==> config.mk <==
export PLATFORM = sky130hd
export DESIGN_NAME = score_keeper
export DESIGN_NICKNAME = d
export VERILOG_FILES = /design/src/rtl/score_keeper.sv
export SDC_FILE = /design/constraint.sdc
export NUM_CORES = 1
export LEC_CHECK = 0
export CORE_MARGIN = 2
export CORE_UTILIZATION = 27
export DETAILED_ROUTE_END_ITERATION = 7
export GPL_TIMING_DRIVEN = 1
export PLACE_DENSITY = 0.5
export SYNTH_ARGS = -nofsm -noshare
export SYNTH_HDL_FRONTEND = slang
export SYNTH_SLANG_ARGS = --single-unit
==> constraint.sdc <==
create_clock -name clk -period 3.5 [get_ports clk]
set_input_delay 0.7 -clock clk [delete_from_list [all_inputs] [get_ports clk]]
set_output_delay 0.7 -clock clk [all_outputs]
set_load 0.02 [all_outputs]
==> src/rtl/score_keeper.sv <==
// Two-player match scorer: counts rising-edge points, holds play after each point,
// and latches the winner until new_game or reset.
module score_keeper #(
  parameter int WIN_SCORE   = 7,
  parameter int HOLD_CYCLES = 50000000
) (
  input  logic       clk,
  input  logic       reset_n,
  input  logic       p1_point,
  input  logic       p2_point,
  input  logic       new_game,
  output logic [3:0] p1_score,
  output logic [3:0] p2_score,
  output logic [1:0] winner,
  output logic       game_over,
  output logic       serve_hold
);

  localparam int                CW        = $clog2(HOLD_CYCLES + 1);
  localparam logic [CW-1:0]     HOLD_LAST = CW'(HOLD_CYCLES - 1);
  localparam logic [3:0]        WIN       = 4'(WIN_SCORE);

  typedef enum logic [1:0] {
    PLAY = 2'd0,
    HOLD = 2'd1,
    OVER = 2'd2
  } state_t;

  state_t        state, state_nx;
  logic          p1_prev, p2_prev;
  logic          p1_ev, p2_ev;
  logic [CW-1:0] hold_cnt, hold_cnt_nx;
  logic [3:0]    p1_nx, p2_nx;
  logic [3:0]    p1_inc, p2_inc;
  logic [1:0]    winner_nx;

  assign p1_ev  = p1_point & ~p1_prev;
  assign p2_ev  = p2_point & ~p2_prev;
  assign p1_inc = p1_score + 4'd1;
  assign p2_inc = p2_score + 4'd1;

  // new_game outranks everything, so a point arriving with it is simply dropped
  always_comb begin
    state_nx    = state;
    p1_nx       = p1_score;
    p2_nx       = p2_score;
    winner_nx   = winner;
    hold_cnt_nx = hold_cnt;

    if (new_game) begin
      state_nx    = PLAY;
      p1_nx       = 4'd0;
      p2_nx       = 4'd0;
      winner_nx   = 2'd0;
      hold_cnt_nx = '0;
    end else begin
      case (state)
        PLAY: begin
          if (p1_ev && p2_ev) begin
            state_nx    = HOLD;
            hold_cnt_nx = '0;
          end else if (p1_ev) begin
            p1_nx = p1_inc;
            if (p1_inc == WIN) begin
              winner_nx = 2'd1;
              state_nx  = OVER;
            end else begin
              state_nx    = HOLD;
              hold_cnt_nx = '0;
            end
          end else if (p2_ev) begin
            p2_nx = p2_inc;
            if (p2_inc == WIN) begin
              winner_nx = 2'd2;
              state_nx  = OVER;
            end else begin
              state_nx    = HOLD;
              hold_cnt_nx = '0;
            end
          end
        end
        HOLD: begin
          if (hold_cnt == HOLD_LAST) begin
            state_nx    = PLAY;
            hold_cnt_nx = '0;
          end else begin
            hold_cnt_nx = hold_cnt + CW'(1);
          end
        end
        OVER: begin
          state_nx = OVER;
        end
        default: begin
          state_nx = PLAY;
        end
      endcase
    end
  end

  // Flags are derived from the next state so every output comes straight off a flop
  always_ff @(posedge clk or negedge reset_n) begin
    if (!reset_n) begin
      state      <= PLAY;
      p1_prev    <= 1'b0;
      p2_prev    <= 1'b0;
      hold_cnt   <= '0;
      p1_score   <= 4'd0;
      p2_score   <= 4'd0;
      winner     <= 2'd0;
      game_over  <= 1'b0;
      serve_hold <= 1'b0;
    end else begin
      state      <= state_nx;
      p1_prev    <= p1_point;
      p2_prev    <= p2_point;
      hold_cnt   <= hold_cnt_nx;
      p1_score   <= p1_nx;
      p2_score   <= p2_nx;
      winner     <= winner_nx;
      game_over  <= (state_nx == OVER);
      serve_hold <= (state_nx == HOLD);
    end
  end

endmodule

==> results.py, run 1 <==
metrics = {
    "clock_network": {
        "cts_hold_buf": 0,
        "clock_sinks": 42,
        "clk_latency_ns": 0.29,
        "clock_path_buffers": 2,
        "numCtsBuffers": 5,
        "cts_tree": "yes",
        "htree_num_levels": 2,
        "cts_resized": 0,
        "clock-root-buffer": "clkbuf_8",
        "clk_pin_slew_ns": 0.08,
        "post_cts_buffers": 0,
    },
    "die": {
        "ioPinCount": 17,
        "initial_core_util_pct": 27.9,
        "die-width_um": 98.9,
        "fp.coreArea_um2": 8720,
        "die_area_um2": 9770,
        "row_count": 34,
        "die_h_um": 98.9,
    },
    "detailed_routing": {
        "wl_per_cell_um": 14.9,
        "drt-initial-drc-count": 137,
        "routed_wl_mm": 5.75,
        "drc": 0,
        "vias": 2048,
        "antenna_left": 0,
        "drt_pre_antenna_iters": 4,
        "viasPerCell": 5.32,
    },
    "logic_synthesis": {
        "synth-edff-count": 0,
        "synth-seq-cells": 42,
        "yosys.area_share.simple_pct": 27.0,
        "synth_mux_area_share_pct": 0.463,
        "synthCells": 259,
        "synthesis.nets": 269,
        "synth_xor_area_share_pct": 3.60,
        "synthArstFlopShare_pct": 100,
        "seq_area_frac_synth_pct": 43.3,
        "synthFlopType": "dfrtp_1",
        "synth_top_family_by_area": "simple AND/OR/NAND/NOR gates",
        "synth_area_um2": 2430,
        "synth-adder-area-share_pct": 2.57,
        "synth-warning-count": 0,
        "syn_area_per_cell_um2": 9.38,
        "ys_types": 52,
        "synth-compound-area-share_pct": 20.1,
    },
    "sta": {
        "skew_ns": 0.00489,
        "rsz0062_at_grt": "no",
        "report.final.slew_viol_count": 0,
        "fmax_ghz": 0.427,
        "setup_tns_ns": 0,
        "min_period_ns": 2.34,
        "max-slew-margin-rel_pct": 35.4,
        "finalSetupViolCount": 0,
        "fin_crit_sh_pct": 67.0,
        "hold_viol": 0,
        "worst_slew_pin_slew_ns": 0.968,
    },
    "setup_path": {
        "crit_path_max_incr_delay_ns": 0.49,
        "path_class": "in -> reg",
        "critical_path_arrival_ns": 2.58,
        "end_kind": "flip-flop",
        "rrSetupSlack_ns": 1.27,
        "critPathSlowestCell": "clkdlybuf4s50_1",
        "reg2reg_to": "hold_cnt[0]$_DFFE_PN0P_",
        "r2r-start": "p2_score[1]$_DFFE_PN0P_",
        "required_ns": 3.73,
        "ff2ff_path_depth": 6,
        "startpoint_type": "input port",
        "cp_max_fo": 9,
        "crit_chain": "clkdlybuf4s50_1 > nor2b_1 > nor2_1 > a32oi_1 > o211a_1 > mux2_2",
    },
    "outcome": {
        "status": "finished clean",
    },
    "pwr": {
        "total_power_mw": 0.885,
        "p_per_area_nw_per_um2": 320,
        "power.leakage_nw": 1.11,
        "max-vdd-ir-drop_uv": 138,
    },
    "worst_hold_path": {
        "hold_path.class": "reg -> reg",
        "hp-start": "hold_cnt[23]$_DFFE_PN0P_",
        "hold_path_depth": 1,
        "hold_path_end": "hold_cnt[23]$_DFFE_PN0P_",
    },
    "global_routing": {
        "met3_usage_pct": 2.20,
        "overflow": 0,
        "grtUsageMet1_pct": 18.5,
        "grt_pass1_wl_mm": 9.96,
        "grt_usage_pct": 12.4,
        "antenna_found_initial": 0,
        "grt_pass1_vias": 1926,
        "busiest_layer": "met1",
        "met2_usage_pct": 18.3,
        "grt_max_degree": 43,
    },
    "place": {
        "numPortBuffers": 16,
        "routabilityCongestion": 0.810,
        "hpwlAfterDp_mm": 3.97,
    },
    "finish": {
        "layout.nets": 287,
        "drive_gt1_share_pct": 7.22,
        "antenna_cells_inserted": 0,
        "area_delta_synth_final_pct": 14.0,
        "most-common-layout-cells": "dfrtp_1 (42), a31oi_1 (21), nor2_1 (19)",
        "layout_commonest_cell": "dfrtp_1",
    },
    "job": {
        "maxCapViolCount": 0,
    },
}
-- through the flow --
step / cells / utilization (%) / area (µm²) / worst slack, ns / hold WS (ns)
after floorplan: 259 / - / 2430 / 1.46 / 0.404
after global placement: 378 / 30.9 / 2690 / 0.903 / 0.501
after detailed placement: 378 / 30.9 / 2690 / 0.854 / 0.492
after CTS: 385 / 31.8 / 2770 / 1.16 / 0.507
after global routing: 385 / 31.8 / 2770 / 1.04 / 0.532
final: 385 / 31.8 / 2770 / 1.16 / 0.506
-- worst max-delay path, delay by kind of cell --
kind,cells,cell delay [ns]
AO/OA/AOI/OAI,2,0.81
buffers and inverters,1,0.49
multiplexers,1,0.22
AND/OR/NAND/NOR,2,0.36
-- flip-flops by register name, summed over array words and instances (netlist names) --
register    flops
p2_score        4
serve_hold      1
hold_cnt       26
winner          2
p2_prev         1
p1_prev         1
game_over       1
p1_score        4
state           2
-- power breakdown --
part / switching (mW) / total (mW) / internal (mW)
Combinational: 0.0552 / 0.0833 / 0.0282
Sequential: 0.00885 / 0.501 / 0.492
Clock: 0.163 / 0.301 / 0.138
Total: 0.227 / 0.885 / 0.658
-- area by class of cell --
class | count | area (µm²)
inverter | 8 | 30.0
fill | 914 | 5950
multi-input combinational | 202 | 1310
tap | 108 | 135
clock buffer | 7 | 76.3
timing repair buffer | 18 | 170
sequential | 42 | 1050
-- worst max-delay path by stage --
stage                     slack, ns  depth (start not counted)               startpoint                  endpoint
final                          1.16                          6                 p2_point   hold_cnt[0]$_DFFE_PN0P_
after detailed placement       0.85                          6                 p2_point   hold_cnt[0]$_DFFE_PN0P_
after global placement         0.90                          6                 p2_point   hold_cnt[0]$_DFFE_PN0P_
after floorplan                1.46                          7  p2_score[1]$_DFFE_PN0P_  hold_cnt[18]$_DFFE_PN0P_
after global routing           1.04                          6                 p2_point   hold_cnt[1]$_DFFE_PN0P_
after CTS                      1.16                          6                 p2_point   hold_cnt[0]$_DFFE_PN0P_
-- routing by layer --
layer | up-vias | share of wire, %
met2 | 25 | 44
met4 | 0 | 1.3
met3 | 6 | 2.1
met1 | 1001 | 53
met5 | - | 0
li1 | 1016 | -
-- cells in the mapped netlist (all sizes together) (2+ instances only) --
library cell  count  share of area (%)
a211o             2               0.72
a21bo             2               0.82
a21oi            15                3.1
a22o              6                2.2
a311oi            2               0.72
a31oi            21                5.4
and3             12                3.1
and3b             2               0.72
and4              5                1.8
buf               6                1.6
dfrtp            42                 43
ha                5                2.6
inv               8                1.2
nand2            19                3.0
nand2b            8                2.1
nand3            16                3.5
nand4            11                2.8
nor2             19                2.9
nor2b             4                1.0
nor3              5                1.0
nor3b             2               0.62
nor4              5                1.8
o21ai             9                1.9
o2bb2a            2               0.82
or2               2               0.52
xnor2             7                2.5
xor2              3                1.1
-- cells by family after synthesis --
logic type	Yosys count
XOR/XNOR	10
multiplexers	1
AO/OA/AOI/OAI	70
AND/OR/NAND/NOR	116
adder cells (fa/ha/maj)	5
buffers and inverters	15
flip-flops	42
Note: power is estimated with default switching activity, not from simulation.
==> run 2, diff against run 1 <==
Settings changed: PLACE_DENSITY 0.5 to 0.51.
Clock period 3.5 ns to 2 ns, I/O delays scaled along.
==> run 2 against run 1 <==
Net effect: routed wire length increased by 7.0%; sequential cell count stayed put; clock-buffer cell count did not move; hold slack improved by 0.014 ns; non-clock buffer count up 55.
==> results.py, run 2 (synthesis gave the netlist of run 1 again) <==
metrics = {
    "finish": {
        "drive_gt1_share_pct": 28.2,
        "final_util_pct": 38.5,
        "largest-register": "hold_cnt",
        "antenna_cells_inserted": 0,
        "nFillCells": 874,
        "largest_reg_flops": 26,
        "area_delta_synth_final_pct": 38.3,
        "seq_area_um2": 1050,
        "layout_commonest_cell": "buf_4",
        "largestRegisters": "hold_cnt: 26 flops, p1_score: 4 flops, p2_score: 4 flops",
        "finalNonFillerCells": 441,
        "layout.nets": 342,
        "finalInstanceArea_um2": 3360,
        "most-common-layout-cells": "buf_4 (53), dfrtp_1 (40), nor2_1 (19)",
        "multi_input_area_um2": 1450,
    },
    "global_routing": {
        "grt_pass1_vias": 2222,
        "antenna_found_initial": 0,
        "grt_usage_pct": 13.3,
        "overflow": 0,
        "grt_pass1_wl_mm": 10.7,
        "grt_max_degree": 16,
    },
    "sta": {
        "rsz0062_at_grt": "yes",
        "fin_ws_ns": 0.0470,
        "fin_crit_sh_pct": 97.6,
        "holdWs_ns": 0.520,
        "report.final.slew_viol_count": 0,
        "min_period_ns": 1.95,
        "finalSetupViolCount": 0,
        "max-slew-margin-rel_pct": 68.7,
        "setup_tns_ns": 0,
        "fmax_ghz": 0.512,
        "skew_ns": 0.00938,
        "hold_viol": 0,
        "worst_slew_pin_slew_ns": 0.466,
    },
    "job": {
        "maxCapViolCount": 0,
    },
    "detailed_routing": {
        "drt_pre_antenna_iters": 4,
        "maxUsedRoutingLayer": "met4",
        "drt-met1-wl_mm": 3.11,
        "drt-initial-drc-count": 92,
        "wl_met2_mm": 2.83,
        "drc": 0,
        "antenna_left": 0,
        "wl_met3_um": 146,
        "routed_wl_mm": 6.16,
        "vias": 2239,
        "wl_per_cell_um": 14.0,
        "viasPerCell": 5.08,
    },
    "clock_network": {
        "clock-root-buffer": "clkbuf_8",
        "clock_path_buffers": 2,
        "clock_sinks": 42,
        "htree_num_levels": 2,
        "clk_latency_ns": 0.30,
        "clk_pin_slew_ns": 0.08,
        "cts_tree": "yes",
        "numCtsBuffers": 5,
    },
    "outcome": {
        "status": "finished clean",
    },
    "pwr": {
        "clockPowerShare_pct": 34.6,
        "switching_share_pct": 25.7,
        "power.leakage_nw": 1.41,
        "share_seq_of_total_power_pct": 52.4,
        "p_comb_share_pct": 13.1,
        "total_power_mw": 1.67,
        "p_per_area_nw_per_um2": 497,
        "max-vdd-ir-drop_uv": 257,
        "internal_power_mw": 1.24,
        "p_sw_mw": 0.429,
    },
    "place": {
        "hpwlAfterDp_mm": 4.59,
        "place_inst": 429,
        "routabilityCongestion": 0.755,
        "place_area_um2": 3080,
        "numPortBuffers": 16,
        "dp_slack_ns": -0.150,
    },
    "setup_path": {
        "cp_max_fo": 10,
        "required_ns": 2.19,
        "startpoint_type": "flip-flop",
        "crit_start": "hold_cnt[7]$_DFFE_PN0P_",
        "r2r-start": "hold_cnt[7]$_DFFE_PN0P_",
        "critical_path_arrival_ns": 2.14,
        "end_kind": "flip-flop",
        "path_class": "reg -> reg",
    },
    "die": {
        "die-width_um": 98.9,
        "fp.coreArea_um2": 8720,
        "die_h_um": 98.9,
        "die_area_um2": 9770,
        "initial_core_util_pct": 27.9,
        "ioPinCount": 17,
        "row_count": 34,
    },
    "worst_hold_path": {
        "hold_path.class": "in -> async",
    },
}
run 2: final timing paths:
path	endpoint	slack [ns]	cells past startpoint
max	hold_cnt[3]$_DFFE_PN0P_	0.05	6
min	p2_score[2]$_DFFE_PN0P_	0.52	2
max reg2reg	hold_cnt[3]$_DFFE_PN0P_	0.05	6
min reg2reg	hold_cnt[23]$_DFFE_PN0P_	0.52	1
max in group asynchronous	hold_cnt[22]$_DFFE_PN0P_	0.94	3
min in group clk	hold_cnt[23]$_DFFE_PN0P_	0.52	1
run 2: routing by layer:
metal | vias up | global-route usage (%)
li1 | 1128 | -
met1 | 1080 | 19.3
met2 | 26 | 20.3
met3 | 5 | 1.70
met4 | 0 | 4.43
met5 | - | 0
run 2: area by class of cell:
class,count,area share [%]
Clock buffer,7,2.57
Clock inverter,1,0.149
Inverter,8,0.894
Multi-Input combinational cell,202,43.2
Sequential cell,42,31.4
Tap cell,108,4.02
Timing Repair Buffer,73,17.8
run 2: what timing repair did:
action                                  in CTS  in global routing
endpoints found under the hold margin       12                  0
hold buffers                                 1                  0
buffers inserted                             0                  3
pin swaps                                    1                  5
endpoints found under the setup margin      12                 25
gates resized for setup                      6                 20
run 2: worst max-delay path: stages, from the launching register on:
cell and delay, ns:
dfrtp_1 0.42, nor4_2 0.28, nand4_1 0.18, o31a_1 0.40, buf_6 0.16, nor3b_1 0.13, a211o_1 0.27
run 2: power by group through the flow:
stage,Combinational (mW),Sequential [mW],Clock [mW]
after detailed placement,0.200,0.889,0
final,0.218,0.874,0.577
after floorplan,0.0849,0.899,0
after global routing,0.244,0.876,0.640
after CTS,0.206,0.873,0.603
after global placement,0.198,0.889,0
